### src/rtl/uart_rx_pkg.sv
// Shared types and constants for the UART receive frame controller.
package uart_rx_pkg;

    typedef enum logic [2:0] {
        IDLE,
        START,
        DATA,
        PARITY,
        STOP,
        DONE
    } state_t;

    localparam logic [5:0] PRESCALE_4  = 6'd4;
    localparam logic [5:0] PRESCALE_8  = 6'd8;
    localparam logic [5:0] PRESCALE_16 = 6'd16;
    localparam logic [5:0] PRESCALE_32 = 6'd32;

    localparam logic PAR_EVEN = 1'b0;
    localparam logic PAR_ODD  = 1'b1;

    function automatic logic prescale_legal(input logic [5:0] prescale);
        return (prescale == PRESCALE_4)  || (prescale == PRESCALE_8) ||
               (prescale == PRESCALE_16) || (prescale == PRESCALE_32);
    endfunction

endpackage

### src/rtl/uart_rx_frame_ctrl_edge_bit_counter.sv
// Oversampling edge counter and bit counter; both clear whenever enable is low.
module edge_bit_counter
    import uart_rx_pkg::*;
#(
    parameter int BIT_CW = 4
) (
    input  logic              clk,
    input  logic              rst_n,
    input  logic              enable,
    input  logic [5:0]        prescale,
    output logic [4:0]        edge_count,
    output logic [BIT_CW-1:0] bit_count,
    output logic              bit_end
);

    assign bit_end = enable && ({1'b0, edge_count} == (prescale - 6'd1));

    always_ff @(posedge clk) begin
        if (!rst_n || !enable) begin
            edge_count <= '0;
            bit_count  <= '0;
        end else if (bit_end) begin
            edge_count <= '0;
            bit_count  <= bit_count + BIT_CW'(1);
        end else begin
            edge_count <= edge_count + 5'd1;
        end
    end

endmodule

### src/rtl/uart_rx_frame_ctrl.sv
// UART Rx frame controller: start detect, deserialisation, parity/stop checks.
// Optional break detection is built when UART_RX_BREAK_DETECT_EN is defined.
module uart_rx_frame_ctrl
    import uart_rx_pkg::*;
#(
    parameter int DATA_WIDTH = 8
) (
    input  logic                  CLK,
    input  logic                  RST,
    input  logic                  RX_IN,
    input  logic [5:0]            Prescale,
    input  logic                  PAR_EN,
    input  logic                  PAR_TYP,
    input  logic                  sampled_bit,
    output logic                  dat_samp_en,
    output logic [4:0]            edge_count,
    output logic [DATA_WIDTH-1:0] P_DATA,
    output logic                  data_valid,
    output logic                  par_err,
    output logic                  stp_err,
    output logic                  brk_det
);

    localparam int BIT_CW = $clog2(DATA_WIDTH + 4);

    state_t                state;
    logic [DATA_WIDTH-1:0] shift;
    logic [BIT_CW-1:0]     bit_count;
    logic                  bit_end;
    logic                  legal;
    logic                  cnt_en;

    assign legal = prescale_legal(Prescale);
    // Gating with legal clears the counters on the same edge that an abort happens.
    assign cnt_en = dat_samp_en && legal;

    edge_bit_counter #(.BIT_CW(BIT_CW)) u_counter (
        .clk        (CLK),
        .rst_n      (RST),
        .enable     (cnt_en),
        .prescale   (Prescale),
        .edge_count (edge_count),
        .bit_count  (bit_count),
        .bit_end    (bit_end)
    );

    always_ff @(posedge CLK) begin
        if (!RST) begin
            state       <= IDLE;
            dat_samp_en <= 1'b0;
            shift       <= '0;
            P_DATA      <= '0;
            data_valid  <= 1'b0;
            par_err     <= 1'b0;
            stp_err     <= 1'b0;
        end else begin
            data_valid <= 1'b0;
            if (state != IDLE && !legal) begin
                state       <= IDLE;
                dat_samp_en <= 1'b0;
            end else begin
                case (state)
                    IDLE: begin
                        if (!RX_IN && legal) begin
                            state       <= START;
                            dat_samp_en <= 1'b1;
                            par_err     <= 1'b0;
                            stp_err     <= 1'b0;
                        end
                    end
                    START: begin
                        if (bit_end) begin
                            if (sampled_bit) begin
                                state       <= IDLE;
                                dat_samp_en <= 1'b0;
                            end else begin
                                state <= DATA;
                            end
                        end
                    end
                    DATA: begin
                        if (bit_end) begin
                            shift <= {sampled_bit, shift[DATA_WIDTH-1:1]};
                            if (bit_count == BIT_CW'(DATA_WIDTH)) begin
                                state <= PAR_EN ? PARITY : STOP;
                            end
                        end
                    end
                    PARITY: begin
                        if (bit_end) begin
                            par_err <= ((^shift) ^ (PAR_TYP == PAR_ODD)) != sampled_bit;
                            state   <= STOP;
                        end
                    end
                    STOP: begin
                        // Outputs land on entry to DONE so they are visible exactly in that cycle.
                        if (bit_end) begin
                            stp_err     <= !sampled_bit;
                            dat_samp_en <= 1'b0;
                            state       <= DONE;
                            if (sampled_bit && !par_err) begin
                                P_DATA     <= shift;
                                data_valid <= 1'b1;
                            end
                        end
                    end
                    DONE: begin
                        state <= IDLE;
                    end
                    default: begin
                        state       <= IDLE;
                        dat_samp_en <= 1'b0;
                    end
                endcase
            end
        end
    end

`ifdef UART_RX_BREAK_DETECT_EN
    logic line_zero;

    // line_zero tracks whether every bit after the start bit has been 0 so far.
    always_ff @(posedge CLK) begin
        if (!RST) begin
            line_zero <= 1'b0;
            brk_det   <= 1'b0;
        end else begin
            brk_det <= 1'b0;
            if (state == IDLE) begin
                line_zero <= 1'b1;
            end else if (bit_end && state != START && sampled_bit) begin
                line_zero <= 1'b0;
            end
            if (state == STOP && bit_end && legal && !sampled_bit && line_zero) begin
                brk_det <= 1'b1;
            end
        end
    end
`else
    assign brk_det = 1'b0;
`endif

endmodule

### config.mk
export PLATFORM = sky130hd
export DESIGN_NAME = uart_rx_frame_ctrl
export DESIGN_NICKNAME = d
export VERILOG_FILES = /design/src/rtl/uart_rx_pkg.sv /design/src/rtl/uart_rx_frame_ctrl_edge_bit_counter.sv /design/src/rtl/uart_rx_frame_ctrl.sv
export SDC_FILE = /design/constraint.sdc
export NUM_CORES = 1
export LEC_CHECK = 0
export ABC_AREA = 1
export CORE_UTILIZATION = 45
export DETAILED_ROUTE_END_ITERATION = 8
export MAX_ROUTING_LAYER = met4
export PLACE_DENSITY = 0.72
export SLEW_MARGIN = 25
export SYNTH_ARGS = -nofsm -noshare
export SYNTH_HDL_FRONTEND = slang
export SYNTH_SLANG_ARGS = --single-unit
### constraint.sdc
create_clock -name CLK -period 2.6 [get_ports CLK]
set_input_delay 0.65 -clock CLK [delete_from_list [all_inputs] [get_ports CLK]]
set_output_delay 0.65 -clock CLK [all_outputs]
set_load 0.03 [all_outputs]
==> impl_metrics.toml <==
[outcome]
run_status = "finished clean"

[sta]
finalClockSkew_ns = 0.00375
hold-worst-slack_ns = 0.459
timing.final.setup_violations = 0
report.final.hold_viol_count = 0
rsz_0062_raised_after_global_routing = "false"
timing.final.max_slew_violations = 0
fin_ws_ns = 0.194
finalWorstPathRequiredPeriod_ns = 2.41
fraction_of_the_cycle_the_final_worst_path_needs = 0.925
fmax_mhz = 416

[critical_path]
worst-r2r-cell-count = 11
cp_top_family = "simple AND/OR/NAND/NOR gates"
setup.worst_path.end_class = "register"
critPathArrivalTime_ns = 2.61
worst_r2r_endpoint = "state[0]"
flop_to_flop_setup_slack_ns = 0.92
crit-reg2reg-launch = "u_counter.edge_count[0]"
timing_worst_setup_path_type = "input port to register"
worst_path_largest_cell_delay_ns = 0.47
critical-path-slowest-cell = "sky130_fd_sc_hd__clkdlybuf4s50_1"
crit_buf_inv = 4
crit_top_cell = "sky130_fd_sc_hd__nand2_1"
kind_of_start_point_of_the_critical_path = "input port"
cp.required_ns = 2.80
critical_path.cell_chain = "clkdlybuf4s50_1 > inv_1 > ha_1 > inv_1 > nand2_1 > nand2_1 > nand2_1 > nand2_1 > nand2_2 > nor2_2 > nand3_4 > nand2_2 > inv_1 > nor2_4 > nand3_2 > a21oi_1"
timing.critical_path.fanout_max = 7

[synthesis]
netlist_area_before_placement_um2 = 1850
synth_seq_cells = 32
postSynth.asyncResetShare = 0
synthesis.yosys.warnings = 0
synth_cell_type_count = 35
synth.net_count = 283
yosys.area.top_type = "sky130_fd_sc_hd__dfxtp_1"
synthMostInstantiatedCell = "sky130_fd_sc_hd__nand2_1"
synth_cells = 267
most_used_flip_flop_cell_after_synthesis = "sky130_fd_sc_hd__dfxtp_1"
synth.yosys.seq_area_share = 0.346
synth.area.top_cells = "sky130_fd_sc_hd__dfxtp_1 35%, sky130_fd_sc_hd__nand2_1 13%, sky130_fd_sc_hd__nand3_1 9.2%"
synth_enable_flop_cells = 0
ranking_of_synthesized_cells_by_instance_count = "64 x sky130_fd_sc_hd__nand2_1, 34 x sky130_fd_sc_hd__nand3_1, 32 x sky130_fd_sc_hd__dfxtp_1"
synth_top_area_share = 0.346
avgSynthCellArea_um2 = 6.94

[placement]
dp.final_hpwl_um = 2950
port-buffer-count = 28
dp.cells = 353
finalWeightedCongestion = 0.870
post_dp_cell_area_um2 = 2260
dp_slack_ns = -0.144

[route]
ant_nets = 0
vias = 1775
routed_wire_length_per_instance_um = 10.5
routed_via_density = 4.92
drt_first_iter_violations = 107
firstDrtPassIters = 4
drt-total-wl_um = 3790
drc_errors = 0

[layout]
area_growth_pct = 27.1
post_layout_nonfiller_instances = 361
layout.cell_area.non_filler_um2 = 2350
antenna-diode-count = 0
final_layout_size_suffix_gt1_frac = 0.160
post_layout_nets = 328
fillCellCount = 364

[clock_tree]
htreeDepth = 2
tritoncts = "built"
clock-root-buffer = "sky130_fd_sc_hd__clkbuf_8"
clock_sinks = 32
clkTransAtPathRegs_ns = 0.07
clockBufferDepth = 2
worst_skew_pair.late_latency_ns = 0.28
clock_buffer_count_from_cts = 5

[hold_path]
hold_path.startpoint = "P_DATA[0]"
worstHoldPathType = "register to register"
hold-path-endpoint = "P_DATA[0]"
whs_path_depth = 2

[floorplanning]
die_h_um = 66.2
io_pins = 30
fp.coreArea_um2 = 3800
rows = 22
floorplan.initialDensity = 0.488
die_width_um = 66.2
design.die.area_um2 = 4380

[power_and_ir_drop]
peakVddDrop_mv = 0.305
power_leakage_uw = 0.000975
power_report.internal_total_uw = 921
power_density_nw_per_um2 = 630
pwr-share-comb = 0.376
share_clk_of_total_power = 0.250
switching_power_uw = 562
sw_frac = 0.379
power.share.sequential = 0.374

[global_route]
groute.usage.overall = 0.198
number_of_global_route_vias_before_repair = 1586
grt_overflow_total = 0
grt_start_max_net_pins = 18
grt_first_pass_wirelength_um = 6520
antenna_found_initial = 0

[job]
max_cap_violations = 0
[placed cells by master (no fill, tap or decap), drive strengths merged]
| cell type | synthesis | layout |
|---|---|---|
| nand2 | 71 | 71 |
| nand3 | 37 | 37 |
| nor4 | 1 | 1 |
| nand4 | 2 | 2 |
| xor2 | 6 | 6 |
| ha | 4 | 4 |
| nor2 | 32 | 32 |
| inv | 31 | 31 |
| a22oi | 1 | 1 |
| or2 | 4 | 4 |
| xnor2 | 5 | 5 |
| dfxtp | 32 | 32 |
| a21oi | 23 | 23 |
| a31oi | 1 | 1 |
| o21ai | 6 | 6 |
| conb | 1 | 1 |
| nor3b | 1 | 1 |
| clkdlybuf4s50 | 0 | 28 |
| clkbuf | 1 | 5 |
| a211oi | 1 | 1 |
| clkinv | 1 | 4 |
| nor3 | 3 | 3 |
| buf | 3 | 14 |
[through the flow]
step | TNS, ns | utilization | power [uW]
final | 0 | 0.620 | 1480
after global routing | 0 | 0.620 | 1590
after CTS | 0 | 0.619 | 1500
after detailed placement | -2.28 | 0.596 | 1120
after global placement | -1.51 | 0.596 | 1110
after floorplan | 0 | - | 964
[worst max-delay path by stage]
stage	from	to	slack, ns	cells past startpoint
floorplan	Prescale[0]	shift[0]	0.50	14
detailed placement	Prescale[0]	shift[2]	-0.14	15
CTS	Prescale[0]	shift[2]	0.14	15
global route	Prescale[0]	state[0]	0.01	16
global placement	Prescale[0]	shift[2]	-0.12	15
finish	Prescale[0]	state[0]	0.19	16
[state kept, by name, indices dropped and copies added (netlist names)]
signal / count
state: 3
shift: 8
u_counter.edge_count: 5
data_valid: 1
stp_err: 1
dat_samp_en: 1
P_DATA: 8
par_err: 1
u_counter.bit_count: 4
[layer usage]
metal | GRT usage | vias to the layer above | routed length [um]
li1 | - | 945 | -
met1 | 0.248 | 803 | 1890
met2 | 0.318 | 25 | 1750
met3 | 0.0379 | 2 | 121
met4 | 0.0691 | 0 | 17
met5 | - | - | 0
[power by group through the flow]
stage	Clock (uW)	Sequential, uW	Combinational, uW
final	371	554	558
after global placement	0	565	548
after global routing	406	559	622
after CTS	388	554	556
after floorplan	0	591	373
after detailed placement	0	564	555
[timing repair]
action | CTS | global route
setup endpoints to repair | 0 | 8
gates resized for setup | 0 | 2
buffers inserted | 0 | 0
hold buffers | 0 | 0
[cell families after synthesis]
kind of cell	share of synthesized area
DFF	0.346
adders and majority gates	0.0270
and+or+nand+nor	0.394
buffers and inverters	0.0871
xor gates and xnor gates	0.0520
other	0.00202
AOI/OAI and AO/OA	0.0918
[worst register-to-register path, cell delays in order (launching register included)]
cell,delay (ns)
sky130_fd_sc_hd__dfxtp_1,0.42
sky130_fd_sc_hd__or2_2,0.14
sky130_fd_sc_hd__nand2_1,0.05
sky130_fd_sc_hd__nor2_2,0.12
sky130_fd_sc_hd__nand2_2,0.07
sky130_fd_sc_hd__nor2_2,0.15
sky130_fd_sc_hd__nand3_4,0.14
sky130_fd_sc_hd__nand2_2,0.11
sky130_fd_sc_hd__inv_1,0.06
sky130_fd_sc_hd__nor2_4,0.12
sky130_fd_sc_hd__nand3_2,0.07
sky130_fd_sc_hd__a21oi_1,0.15
[layout make-up]
type | count | area [um2] | area share
clock buffer | 5 | 68.8 | 0.0292
sequential | 32 | 641 | 0.272
multi-input combinational | 199 | 1060 | 0.448
timing repair buffer | 42 | 385 | 0.164
clock inverter | 3 | 18.8 | 0.00797
inverter | 32 | 125 | 0.0531
tap | 48 | 60.1 | 0.0255
Note: power is estimated with default switching activity, not from simulation.
